**config.mk**
```make
export PLATFORM = sky130hd
export DESIGN_NAME = i2c_master_byte
export DESIGN_NICKNAME = d
export VERILOG_FILES = /design/src/rtl/i2c_master_byte.sv
export SDC_FILE = /design/constraint.sdc
export NUM_CORES = 1
export LEC_CHECK = 0
export ABC_AREA = 0
export BUFFER_PORTS_ARGS = -buffer_cell sky130_fd_sc_hd__buf_2
export CAP_MARGIN = 30
export CORE_MARGIN = 10
export CORE_UTILIZATION = 40
export CTS_CLUSTER_DIAMETER = 80
export CTS_CLUSTER_SIZE = 10
export DETAILED_ROUTE_END_ITERATION = 16
export PLACE_DENSITY_LB_ADDON = 0.05
export SETUP_SLACK_MARGIN = 0.1
export SYNTH_ARGS = -nofsm -noshare
export SYNTH_HDL_FRONTEND = slang
export SYNTH_SLANG_ARGS = --single-unit
```
**constraint.sdc**
```tcl
create_clock -name clk -period 2.05 [get_ports clk]
set_clock_uncertainty 0.1 [all_clocks]
set_input_delay 0.205 -clock clk [delete_from_list [all_inputs] [get_ports clk]]
set_output_delay 0.205 -clock clk [all_outputs]
set_load 0.01 [all_outputs]
```
**src/rtl/i2c_master_byte.sv**
```systemverilog
// Byte-level I2C master: START/WRITE/READ/STOP over valid/ready, open-drain SCL/SDA drive.
// Optional macro I2C_CLK_STRETCH_EN: quarter counter holds while a slave stretches SCL low.
module i2c_master_byte #(
    parameter int CLK_DIV = 250,
    parameter int Q_W     = 16
) (
    input  logic       clk,
    input  logic       start_rst,
    input  logic       cmd_valid,
    output logic       cmd_ready,
    input  logic [1:0] cmd,
    input  logic [7:0] cmd_data,
    input  logic       cmd_ack,
    output logic       rsp_valid,
    output logic [7:0] rsp_data,
    output logic       rsp_nack,
    output logic       rsp_err,
    output logic       busy,
    output logic       scl_o,
    output logic       sda_o,
    input  logic       scl_i,
    input  logic       sda_i
);
    localparam logic [1:0]     C_START = 2'b00;
    localparam logic [1:0]     C_WRITE = 2'b01;
    localparam logic [1:0]     C_READ  = 2'b10;
    localparam logic [Q_W-1:0] Q_LAST  = Q_W'(CLK_DIV - 1);

    typedef enum logic [2:0] {S_IDLE, S_START, S_BIT, S_STOP, S_DONE} state_t;

    state_t         r_state;
    logic [Q_W-1:0] r_qcnt;
    logic [1:0]     r_quarter;
    logic [3:0]     r_bit;
    logic [7:0]     r_tx;
    logic [8:0]     r_rx;
    logic           r_is_read;
    logic           r_ready;
    logic           r_valid;
    logic [7:0]     r_data;
    logic           r_nack;
    logic           r_err;
    logic           r_busy;
    logic           r_scl;
    logic           r_sda;

    logic w_hold;
    logic w_active;
    logic w_qend;
    logic w_last;

`ifdef I2C_CLK_STRETCH_EN
    logic [1:0] r_scl_sync;

    always_ff @(posedge clk or posedge start_rst) begin
        if (start_rst) r_scl_sync <= 2'b11;
        else           r_scl_sync <= {r_scl_sync[0], scl_i};
    end

    // Slave holds SCL low while we release it: freeze the quarter.
    assign w_hold = r_scl && !r_scl_sync[1];
`else
    logic w_unused;
    assign w_unused = scl_i;
    assign w_hold   = 1'b0;
`endif

    assign w_active = (r_state == S_START) || (r_state == S_BIT) || (r_state == S_STOP);
    assign w_qend   = w_active && !w_hold && (r_qcnt == Q_LAST);
    assign w_last   = w_qend && (r_quarter == 2'd3) && ((r_state != S_BIT) || (r_bit == 4'd8));

    always_ff @(posedge clk or posedge start_rst) begin
        if (start_rst) begin
            r_state   <= S_IDLE;
            r_qcnt    <= '0;
            r_quarter <= 2'd0;
            r_bit     <= 4'd0;
            r_tx      <= 8'hFF;
            r_rx      <= '0;
            r_is_read <= 1'b0;
            r_ready   <= 1'b1;
            r_valid   <= 1'b0;
            r_data    <= 8'h00;
            r_nack    <= 1'b0;
            r_err     <= 1'b0;
            r_busy    <= 1'b0;
            r_scl     <= 1'b1;
            r_sda     <= 1'b1;
        end else begin
            r_valid <= 1'b0;
            case (r_state)
                S_IDLE, S_DONE: begin
                    r_state <= S_IDLE;
                    r_ready <= 1'b1;
                    if (cmd_valid) begin
                        r_qcnt    <= '0;
                        r_quarter <= 2'd0;
                        r_bit     <= 4'd0;
                        r_rx      <= '0;
                        r_is_read <= (cmd == C_READ);
                        // Remaining bits after the first; the 9th is release (WRITE) or ~ack (READ).
                        r_tx      <= (cmd == C_WRITE) ? {cmd_data[6:0], 1'b1} : {7'h7F, ~cmd_ack};
                        if ((cmd != C_START) && !r_busy) begin
                            r_state <= S_DONE;
                            r_valid <= 1'b1;
                            r_err   <= 1'b1;
                            r_nack  <= 1'b0;
                        end else begin
                            r_ready <= 1'b0;
                            case (cmd)
                                C_START: begin
                                    r_state <= S_START;
                                    r_sda   <= 1'b1;
                                end
                                C_WRITE, C_READ: begin
                                    r_state <= S_BIT;
                                    r_scl   <= 1'b0;
                                    r_sda   <= (cmd == C_WRITE) ? cmd_data[7] : 1'b1;
                                end
                                default: begin
                                    r_state <= S_STOP;
                                    r_scl   <= 1'b0;
                                    r_sda   <= 1'b0;
                                end
                            endcase
                        end
                    end
                end
                default: begin
                    if (!w_hold) r_qcnt <= w_qend ? '0 : r_qcnt + 1'b1;
                    if (w_qend) begin
                        r_quarter <= r_quarter + 2'd1;
                        case (r_quarter)
                            2'd0: r_scl <= 1'b1;
                            2'd1: begin
                                if (r_state == S_BIT) r_rx <= {r_rx[7:0], sda_i};
                                if (r_state == S_START) r_sda <= 1'b0;
                                if (r_state == S_STOP)  r_sda <= 1'b1;
                            end
                            2'd2: if (r_state != S_STOP) r_scl <= 1'b0;
                            default: begin
                                if (r_state == S_START) r_busy <= 1'b1;
                                if (r_state == S_STOP)  r_busy <= 1'b0;
                                if ((r_state == S_BIT) && (r_bit != 4'd8)) begin
                                    r_bit <= r_bit + 4'd1;
                                    r_sda <= r_tx[7];
                                    r_tx  <= {r_tx[6:0], 1'b1};
                                end
                            end
                        endcase
                    end
                    if (w_last) begin
                        r_state <= S_DONE;
                        r_valid <= 1'b1;
                        r_ready <= 1'b1;
                        r_err   <= 1'b0;
                        r_nack  <= (r_state == S_BIT) && !r_is_read && r_rx[0];
                        if ((r_state == S_BIT) && r_is_read) r_data <= r_rx[8:1];
                    end
                end
            endcase
        end
    end

    assign cmd_ready = r_ready;
    assign rsp_valid = r_valid;
    assign rsp_data  = r_data;
    assign rsp_nack  = r_nack;
    assign rsp_err   = r_err;
    assign busy      = r_busy;
    assign scl_o     = r_scl;
    assign sda_o     = r_sda;

endmodule

```
Yosys cells after proc, flatten, opt, wreduce, memory -nomap -nowiden:

Index checks and enable logic that the tools add are counted.

* memories kept: 0
* ROM bits: 0
* output and inout bits: 15
* bits in registers: 58
* bits in latches: 0
* logic and storage cells: 142
* RAM bits: 0

* divide/modulo/power cells: 0
* add/subtract/negate cells: 3
* shifts and indexed selects: 0
* $mul: 0
* bitwise gates (word level): 3
* multiplexer cells: 61
* $lt $le $gt $ge: 0
* reduce and logical (&&, ||, !) cells: 38
* equal/unequal tests: 22

Operators by type and width (count)
* $mux W16: 3
* $mux W8: 6
* $mux W9: 5
* $mux W1: 31
* $mux W4: 5
* $add A16 B1 Y16 const B: 1
* $eq A16 B8 Y1 const B: 1
* $reduce_bool A2 Y1: 7
* $mux W3: 4
* $reduce_and A4 Y1: 3
* $reduce_and A6 Y1: 2
* $logic_and A1 B1 Y1: 8
* $ne A2 B2 Y1 const B: 4
* $ne A4 B4 Y1 const B: 2
* $eq A2 B2 Y1 const B: 3
* $eq A3 B2 Y1 const B: 2
* $mux W2: 3
* $ne A3 B2 Y1 const B: 2
* $pmux W1 S2: 3
* $reduce_and A3 Y1: 2
* $reduce_bool A3 Y1: 2
* $reduce_or A2 Y1: 3
* $add A4 B1 Y4 const B: 1
* $eq A2 B1 Y1 const B: 2
* other kinds (14): 22

Depth between registers and ports, before layout:

Gate-level depths: netlist (run 1).

* depth in word-level cells: 8
* gate-level depth with buffers: 8
* depth with buffers taken out: 6

Worst setup path before layout (run 1):

Ideal clock, no wire load.

* path kind: register -> register
* start: reg r_qcnt[1]
* end: reg r_data[0] (netlist: rsp_data[0])
* slack: -0.064 ns
* buffers on the path: 1
* stages on the path, launching flop included: 8
* arrival time: 1.890 ns
* library setup time: 0.125 ns
* clock period less this slack: 2.114 ns
* cell sequence: dfrtp_1 -> inv_1 -> ha_1 -> nor4b_4 -> nand4_2 -> buf_2 -> nor3_4 -> mux2_2

* word-level cells in the longest chain between the ends: 5

RTL lines
* start: declaration: RTL line 32 `logic [Q_W-1:0] r_qcnt;`
* start signal: assignment: RTL line 130 `if (!w_hold) r_qcnt <= w_qend ? '0 : r_qcnt + 1'b1;`
* $eq A16 B8 Y1: RTL line 69 `assign w_qend = w_active && !w_hold && (r_qcnt == Q_LAST);`
* $logic_and A1 B1 Y1: RTL line 69
* $logic_and A1 B1 Y1 (2 in series): RTL line 70 `assign w_last = w_qend && (r_quarter == 2'd3) && ((r_state != S_BIT) || (r_bit == 4'd8));`
* $reduce_and A3 Y1 (no line)
* end signal: assignment: RTL line 158 `if ((r_state == S_BIT) && r_is_read) r_data <= r_rx[8:1];`
* end: declaration: RTL line 40 `logic [7:0] r_data;`

Every way passes these cells.
A chain may end at the register's enable or synchronous reset.

Worst setup path after layout (run 1):

* start: reg r_qcnt[1]
* end: reg r_rx[6]

* word-level cells in the longest chain between the ends: 4

RTL lines
* $eq A16 B8 Y1: RTL line 69
* $logic_and A1 B1 Y1: RTL line 69
* $reduce_bool A2 Y1 (no line)
* $reduce_and A4 Y1 (no line)
* end signal: assignment: RTL line 136 `if (r_state == S_BIT) r_rx <= {r_rx[7:0], sda_i};`
* end: declaration: RTL line 36 `logic [8:0] r_rx;`

Every way passes these cells.

==> results of run 1 <==
==> cell usage in the layout, fill, tap and decap left out, drive strengths merged, types with 13 or more instances in the layout <==
| cell type | count |
|---|---|
| dfrtp | 47 |
| mux2 | 18 |
| nand2 | 20 |
| inv | 23 |
| nand3 | 15 |
| buf | 107 |
| a31oi | 27 |
| ha | 13 |
| nor2 | 15 |
==> kinds of logic after synthesis <==
logic type	Yosys count
AND/OR/NAND/NOR	107
AO/OA/AOI/OAI	93
flip-flops	58
buffers and inverters	45
multiplexers	21
adder cells (fa/ha/maj)	13
XOR/XNOR	1
==> worst max path at each step <==
stage,start,endpoint,slack [ns],cells past startpoint
finish,r_qcnt[1]$_DFFE_PP0N_,r_rx[6]$_DFFE_PP0P_,-0.05,8
global route,r_qcnt[1]$_DFFE_PP0N_,rsp_data[0]$_DFFE_PP0P_,-0.16,8
CTS,r_qcnt[1]$_DFFE_PP0N_,r_tx[5]$_DFFE_PP1P_,-0.02,7
detailed placement,r_qcnt[1]$_DFFE_PP0N_,r_rx[0]$_DFFE_PP0P_,-0.13,7
global placement,r_state[1]$_DFFE_PP0P_,sda_o$_DFFE_PP1P_,-0.12,4
floorplan,r_qcnt[1]$_DFFE_PP0N_,rsp_data[0]$_DFFE_PP0P_,0.03,7
==> metal layers <==
| metal | vias up | track usage (%) |
|---|---|---|
| li1 | 1476 | - |
| met1 | 1473 | 19.0 |
| met2 | 57 | 22.7 |
| met3 | 10 | 4.13 |
| met4 | 0 | 4.15 |
| met5 | - | 0 |
==> through the flow <==
stage / util [%] / total power [mW] / instance area, um2 / instances / TNS [ns]
CTS: 54.2 / 2.34 / 4450 / 539 / -0.252
global route: 57.1 / 2.42 / 4690 / 546 / -4.69
detailed placement: 49.8 / 1.28 / 4090 / 515 / -2.26
global placement: 49.8 / 1.28 / 4090 / 515 / -1.55
finish: 57.1 / 2.32 / 4690 / 546 / -0.471
floorplan: - / 1.23 / 3410 / 338 / 0
==> layout make-up <==
cell class | count | area (um2) | area share (%)
Inverter | 23 | 86.3 | 1.84
Multi-Input combinational cell | 236 | 2000 | 42.7
Clock buffer | 10 | 128 | 2.72
Tap cell | 105 | 131 | 2.80
Timing Repair Buffer | 108 | 818 | 17.4
Clock inverter | 6 | 57.6 | 1.23
Sequential cell | 58 | 1470 | 31.2
==> flip-flops by register name, indices dropped and copies added, names as in the netlist <==
name and flops:
r_qcnt 16, r_rx 9, r_tx 8, rsp_data 8
r_bit 4, r_state 3, r_quarter 2, busy 1
cmd_ready 1, r_is_read 1, rsp_err 1, rsp_nack 1
rsp_valid 1, scl_o 1, sda_o 1
==> critical path, stage by stage, from the launching register on <==
cell and delay (ns):
dfrtp_1 0.39, inv_2 0.08, ha_4 0.12, nor4b_4 0.28
buf_4 0.18, and4_4 0.30, buf_6 0.12, a22oi_2 0.07
a221o_1 0.33
==> report_power, final <==
group	internal (mW)	total (mW)	switching, mW	leakage, nW
sequential	1.16	1.16	0.00954	0.714
combinational	0.0441	0.103	0.0584	1.42
clock	0.553	1.05	0.501	0.0958
total	1.75	2.32	0.569	2.23
==> repair_timing <==
action                     in CTS  in global routing
hold buffers                    1                  0
hold endpoints to repair       47                  0
setup buffers                   6                  5
setup endpoints to repair      34                 48
resized for setup              27                 45
gates cloned                    2                  2
pin swaps                      10                 22
==> results.toml, run 1 <==
[finish]
nets = 465
drive_above_1_share_pct = 42.9
area_growth_pct = 38.7
antenna_cells = 0
fillers = 734

[min_path]
hold_path_depth = 3
holdCritPathClass = "in -> reg"
min_from = "cmd_ack"
holdPathEnd = "r_tx[0]$_DFFE_PP1P_"

[run_status]
outcome = "finished with violations"
violations = "setup timing"

[sta]
setup_viol = 16
setup_slack_ns = -0.0506
max_freq_mhz = 476
post-route-min-period_ns = 2.10
rsz0062_at_grt = "yes"
worst_slew_pin_slew_ns = 0.508
hold_viol_final = 0
slew_viol_final = 0
finalCritPeriodShare_pct = 102
slew_headroom_pct = 65.7
holdWs_ns = 0.0764

[routing]
drt-initial-drc-count = 153
routed.top_layer = "met4"
dr.pass1.iters = 4
route.detailed.drc = 0
wl_met2_mm = 4.33
ant_nets = 0
dr_wl_met3_um = 384
via_count = 3016
vias_per_cell = 5.52
met1_length_mm = 4.51
drt_wl_total_mm = 9.34
routedWlPerCell_um = 17.1

[setup_path]
reg2reg_to = "r_rx[6]$_DFFE_PP0P_"
reg2reg_depth = 8
critical_path_arrival_ns = 2.23
worstSetupPathType = "reg -> reg"
path_max_fanout = 6
startpoint_type = "flop"
reg2reg_from = "r_qcnt[1]$_DFFE_PP0N_"
worst_setup_path_end_kind = "flop"
reg2reg_slack_ns = -0.05
cp.required_ns = 2.18

[synth]
ys_ff_latch = 58
ys.flop_type = "dfrtp_1"
synth.most_common_cell = "dfrtp_1"
syn_inst = 338
synthesis.nets = 367
yosys.area.top_type = "dfrtp_1"
synth_top_family_by_area = "compound AO/OA/AOI/OAI gates"
synth_compound_area_share_pct = 20.5
synth_mux_area_share_pct = 6.88
synth_area_leaders = "dfrtp_1 35%, dfstp_2 8.5%, mux2_2 6.0%, a31oi_1 5.0%, ha_1 4.8%"
yosys.area_share.simple_pct = 18.9
async_flop_share_pct = 100
synth_xor_area_share_pct = 0.259
yosysTopAreaCellShare_pct = 34.8
synthAdderAreaFrac_pct = 4.81
syn_area_per_cell_um2 = 10.0
yosys_warnings = 0
synthTopCellsByCount = "47 x dfrtp_1, 27 x a31oi_1, 23 x inv_1"
yosysSeqAreaShare_pct = 43.3
synth-edff-count = 0
netlist_area_um2 = 3380
yosysUniqueCellTypes = 57

[cts]
cts-root-buf = "clkbuf_8"
clock-sinks = 58
htreeDepth = 3
cts_tree = "done"
clk_latency_ns = 0.34
clk_pin_slew_worst_paths_ns = 0.07
ctsLongestPathBuffers = 2
cts_buffers = 9

[placement]
hpwl_mm = 6.36
portBuffers = 29
place_ws_ns = -0.132
place_congestion = 0.875

[pwr]
p_leak_nw = 2.23
irDropWorstVdd_mv = 0.340
power.density_nw_per_um2 = 495

[global_route]
grt_pass1_wl_mm = 15.2
grt_antenna_before_repair = 0
grt_start_max_net_pins = 34
grt_pass1_vias = 2999
grt_use_total_pct = 14.5
overflow = 0

[floorplanning]
start_util_pct = 41.2
dieArea_um2 = 12500
pin_count = 31
die_w_um = 112
coreArea_um2 = 8220
die_h_um = 112
num_rows = 33

[job]
drv_cap = 0
Note: power is estimated with default switching activity, not from simulation.
==> inputs of run 2 (changes only) <==
- clock period: 2.05 -> 1.8 ns (I/O delays scaled with it)
==> run 2 against run 1 <==
The flow still finishes with violations (setup timing). Clock power grew 30%. Core utilization increased by 1.8 points. First-iteration DRC count increased by 20%. Register-to-register slack got worse by 0.17 ns. Non-clock buffer count up 8. Cell area grew 3.1%. Sequential share of layout area decreased by 0.90 points. Hold slack got worse by 0.017 ns. Global-route usage is 0.86 points higher. Total power increased by 21%. Count of clock-buffer cells in the layout is 1 higher. Die area did not move. Critical path type unchanged.
==> results.toml, run 2 (synthesis gave the netlist of run 1 again) <==
[placement]
portBuffers = 29
dp.cells = 525
hpwl_mm = 6.54
place_ws_ns = -0.240
place_congestion = 0.821

[setup_path]
reg2reg_from = "r_qcnt[1]$_DFFE_PP0N_"
worst_setup_path_end_kind = "flop"
reg2reg_to = "rsp_data[2]$_DFFE_PP0P_"
reg2reg_depth = 8
startpoint_type = "flop"
crit_chain = "inv_2 -> ha_1 -> nor4b_4 -> nand4_2 -> buf_6 -> nor3_4 -> buf_12 -> mux2_2"
worstSetupPathType = "reg -> reg"
path_max_fanout = 8
slowest_stage = "dfrtp_1"
cp.required_ns = 1.93
reg2reg_slack_ns = -0.22
critPathMaxStageDelay_ns = 0.38
critical_path_arrival_ns = 2.15

[routing]
vias_per_cell = 5.65
ant_nets = 0
routedWlPerCell_um = 17.6
drt_wl_total_mm = 9.72
route.detailed.drc = 0
dr.pass1.iters = 4
via_count = 3132
drt-initial-drc-count = 184

[sta]
setup_slack_ns = -0.217
rsz0062_at_grt = "yes"
slew_viol_final = 0
fin_tns_setup_ns = -6.05
post-route-min-period_ns = 2.02
finalCritPeriodShare_pct = 112
worst_slew_pin_slew_ns = 0.372
slew_headroom_pct = 75.2
setup_viol = 49
holdWs_ns = 0.0592
hold_viol_final = 0
max_freq_mhz = 496

[floorplanning]
start_util_pct = 41.2
die_h_um = 112
pin_count = 31
num_rows = 33
dieArea_um2 = 12500
coreArea_um2 = 8220
die_w_um = 112

[cts]
cts_tree = "done"
clock-sinks = 58
htreeDepth = 3
cts_buffers = 9
clk_latency_ns = 0.35
cts-root-buf = "clkbuf_8"
clk_pin_slew_worst_paths_ns = 0.06
ctsLongestPathBuffers = 2

[min_path]
hold_path_depth = 3
holdPathEnd = "r_tx[0]$_DFFE_PP1P_"
holdCritPathClass = "in -> reg"
min_from = "cmd_ack"

[global_route]
grt_pass1_wl_mm = 16.0
grt_use_total_pct = 15.4
overflow = 0
grt_pass1_vias = 3125
grt_antenna_before_repair = 0
grt_start_max_net_pins = 59

[finish]
largest_reg_flops = 16
nets = 473
regArea_um2 = 1470
drive_above_1_share_pct = 46.3
multi_input_area_um2 = 2020
fillers = 733
layout_common_cells = "68 x buf_4, 46 x dfrtp_1, 29 x buf_2"
largest_registers = "r_qcnt x16, r_rx x9"
fin_cells = 554
antenna_cells = 0
post-route-util_pct = 58.8
area_growth_pct = 43.0
final_common_cell = "buf_4"
largest-register = "r_qcnt"

[pwr]
p_switching_mw = 0.631
irDropWorstVdd_mv = 0.324
switching_share_pct = 22.4
p_seq_share_pct = 47.1
p_int_mw = 2.18
combPwrFrac_pct = 4.3
p_leak_nw = 2.27
power.density_nw_per_um2 = 582
clockPowerShare_pct = 48.6

[run_status]
violations = "setup timing"
outcome = "finished with violations"

[job]
drv_cap = 0
## run 2: cell count changes in the layout (fill, tap and decap cells not counted), sizes merged
| cell | before | now |
|---|---|---|
| buf | 107 | 115 |
| clkinv | 4 | 2 |
| bufinv | 1 | 2 |
| clkbuf | 10 | 11 |
## run 2: per-layer routing
| metal | GRT usage, % | share of wire (%) | vias to the layer above |
|---|---|---|---|
| met5 | 0 | 0 | - |
| met4 | 6.43 | 1.6 | 0 |
| met3 | 4.03 | 5.6 | 16 |
| met2 | 22.8 | 46 | 82 |
| met1 | 20.6 | 47 | 1545 |
| li1 | - | - | 1489 |
## run 2: final cells by class
cell class                      count  share of cell area (%)
Multi-Input combinational cell    236                    41.8
Clock buffer                       11                    2.92
Inverter                           23                    1.79
Sequential cell                    58                    30.3
Clock inverter                      5                    1.60
Timing Repair Buffer              116                    18.9
Tap cell                          105                    2.72
## run 2: worst max path at each step
stage	startpoint	endpoint	slack, ns	depth (start not counted)
6_report	r_qcnt[1]$_DFFE_PP0N_	rsp_data[2]$_DFFE_PP0P_	-0.22	8
5_1_grt	r_qcnt[1]$_DFFE_PP0N_	rsp_data[0]$_DFFE_PP0P_	-0.32	8
4_1_cts	r_qcnt[1]$_DFFE_PP0N_	rsp_data[2]$_DFFE_PP0P_	-0.22	8
3_5_place_dp	r_qcnt[1]$_DFFE_PP0N_	sda_o$_DFFE_PP1P_	-0.24	7
3_3_place_gp	r_qcnt[1]$_DFFE_PP0N_	rsp_data[7]$_DFFE_PP0P_	-0.21	8
2_1_floorplan	r_qcnt[1]$_DFFE_PP0N_	rsp_data[0]$_DFFE_PP0P_	-0.22	7
## run 2: power by group through the flow
stage               Sequential [mW]  Combinational [mW]  Clock, mW
detailed placement             1.35               0.116          0
finish                         1.33               0.121       1.37
global placement               1.35               0.115          0
CTS                            1.32               0.122       1.39
floorplan                      1.35              0.0517          0
global route                   1.33               0.137       1.44
## run 2: repair_timing
action	CTS	global route
endpoints found under the hold margin	47	0
gates resized for setup	39	41
setup buffers	4	4
hold buffers	1	0
setup endpoints to repair	56	56
pin swaps	16	17
gates cloned	2	2
## run 2: critical path: cells and delay by family, from the launching register on
kind	cells	cell delay (ns)
buffers and inverters	3	0.40
adders and majority gates	1	0.14
DFF	1	0.38
muxes	1	0.32
and+or+nand+nor	3	0.55
## run 2: per-stage QoR
stage,power [mW],instance area (um2)
after detailed placement,1.46,4230
after CTS,2.84,4650
after floorplan,1.40,3510
after global placement,1.46,4230
after global routing,2.90,4830
final,2.81,4830
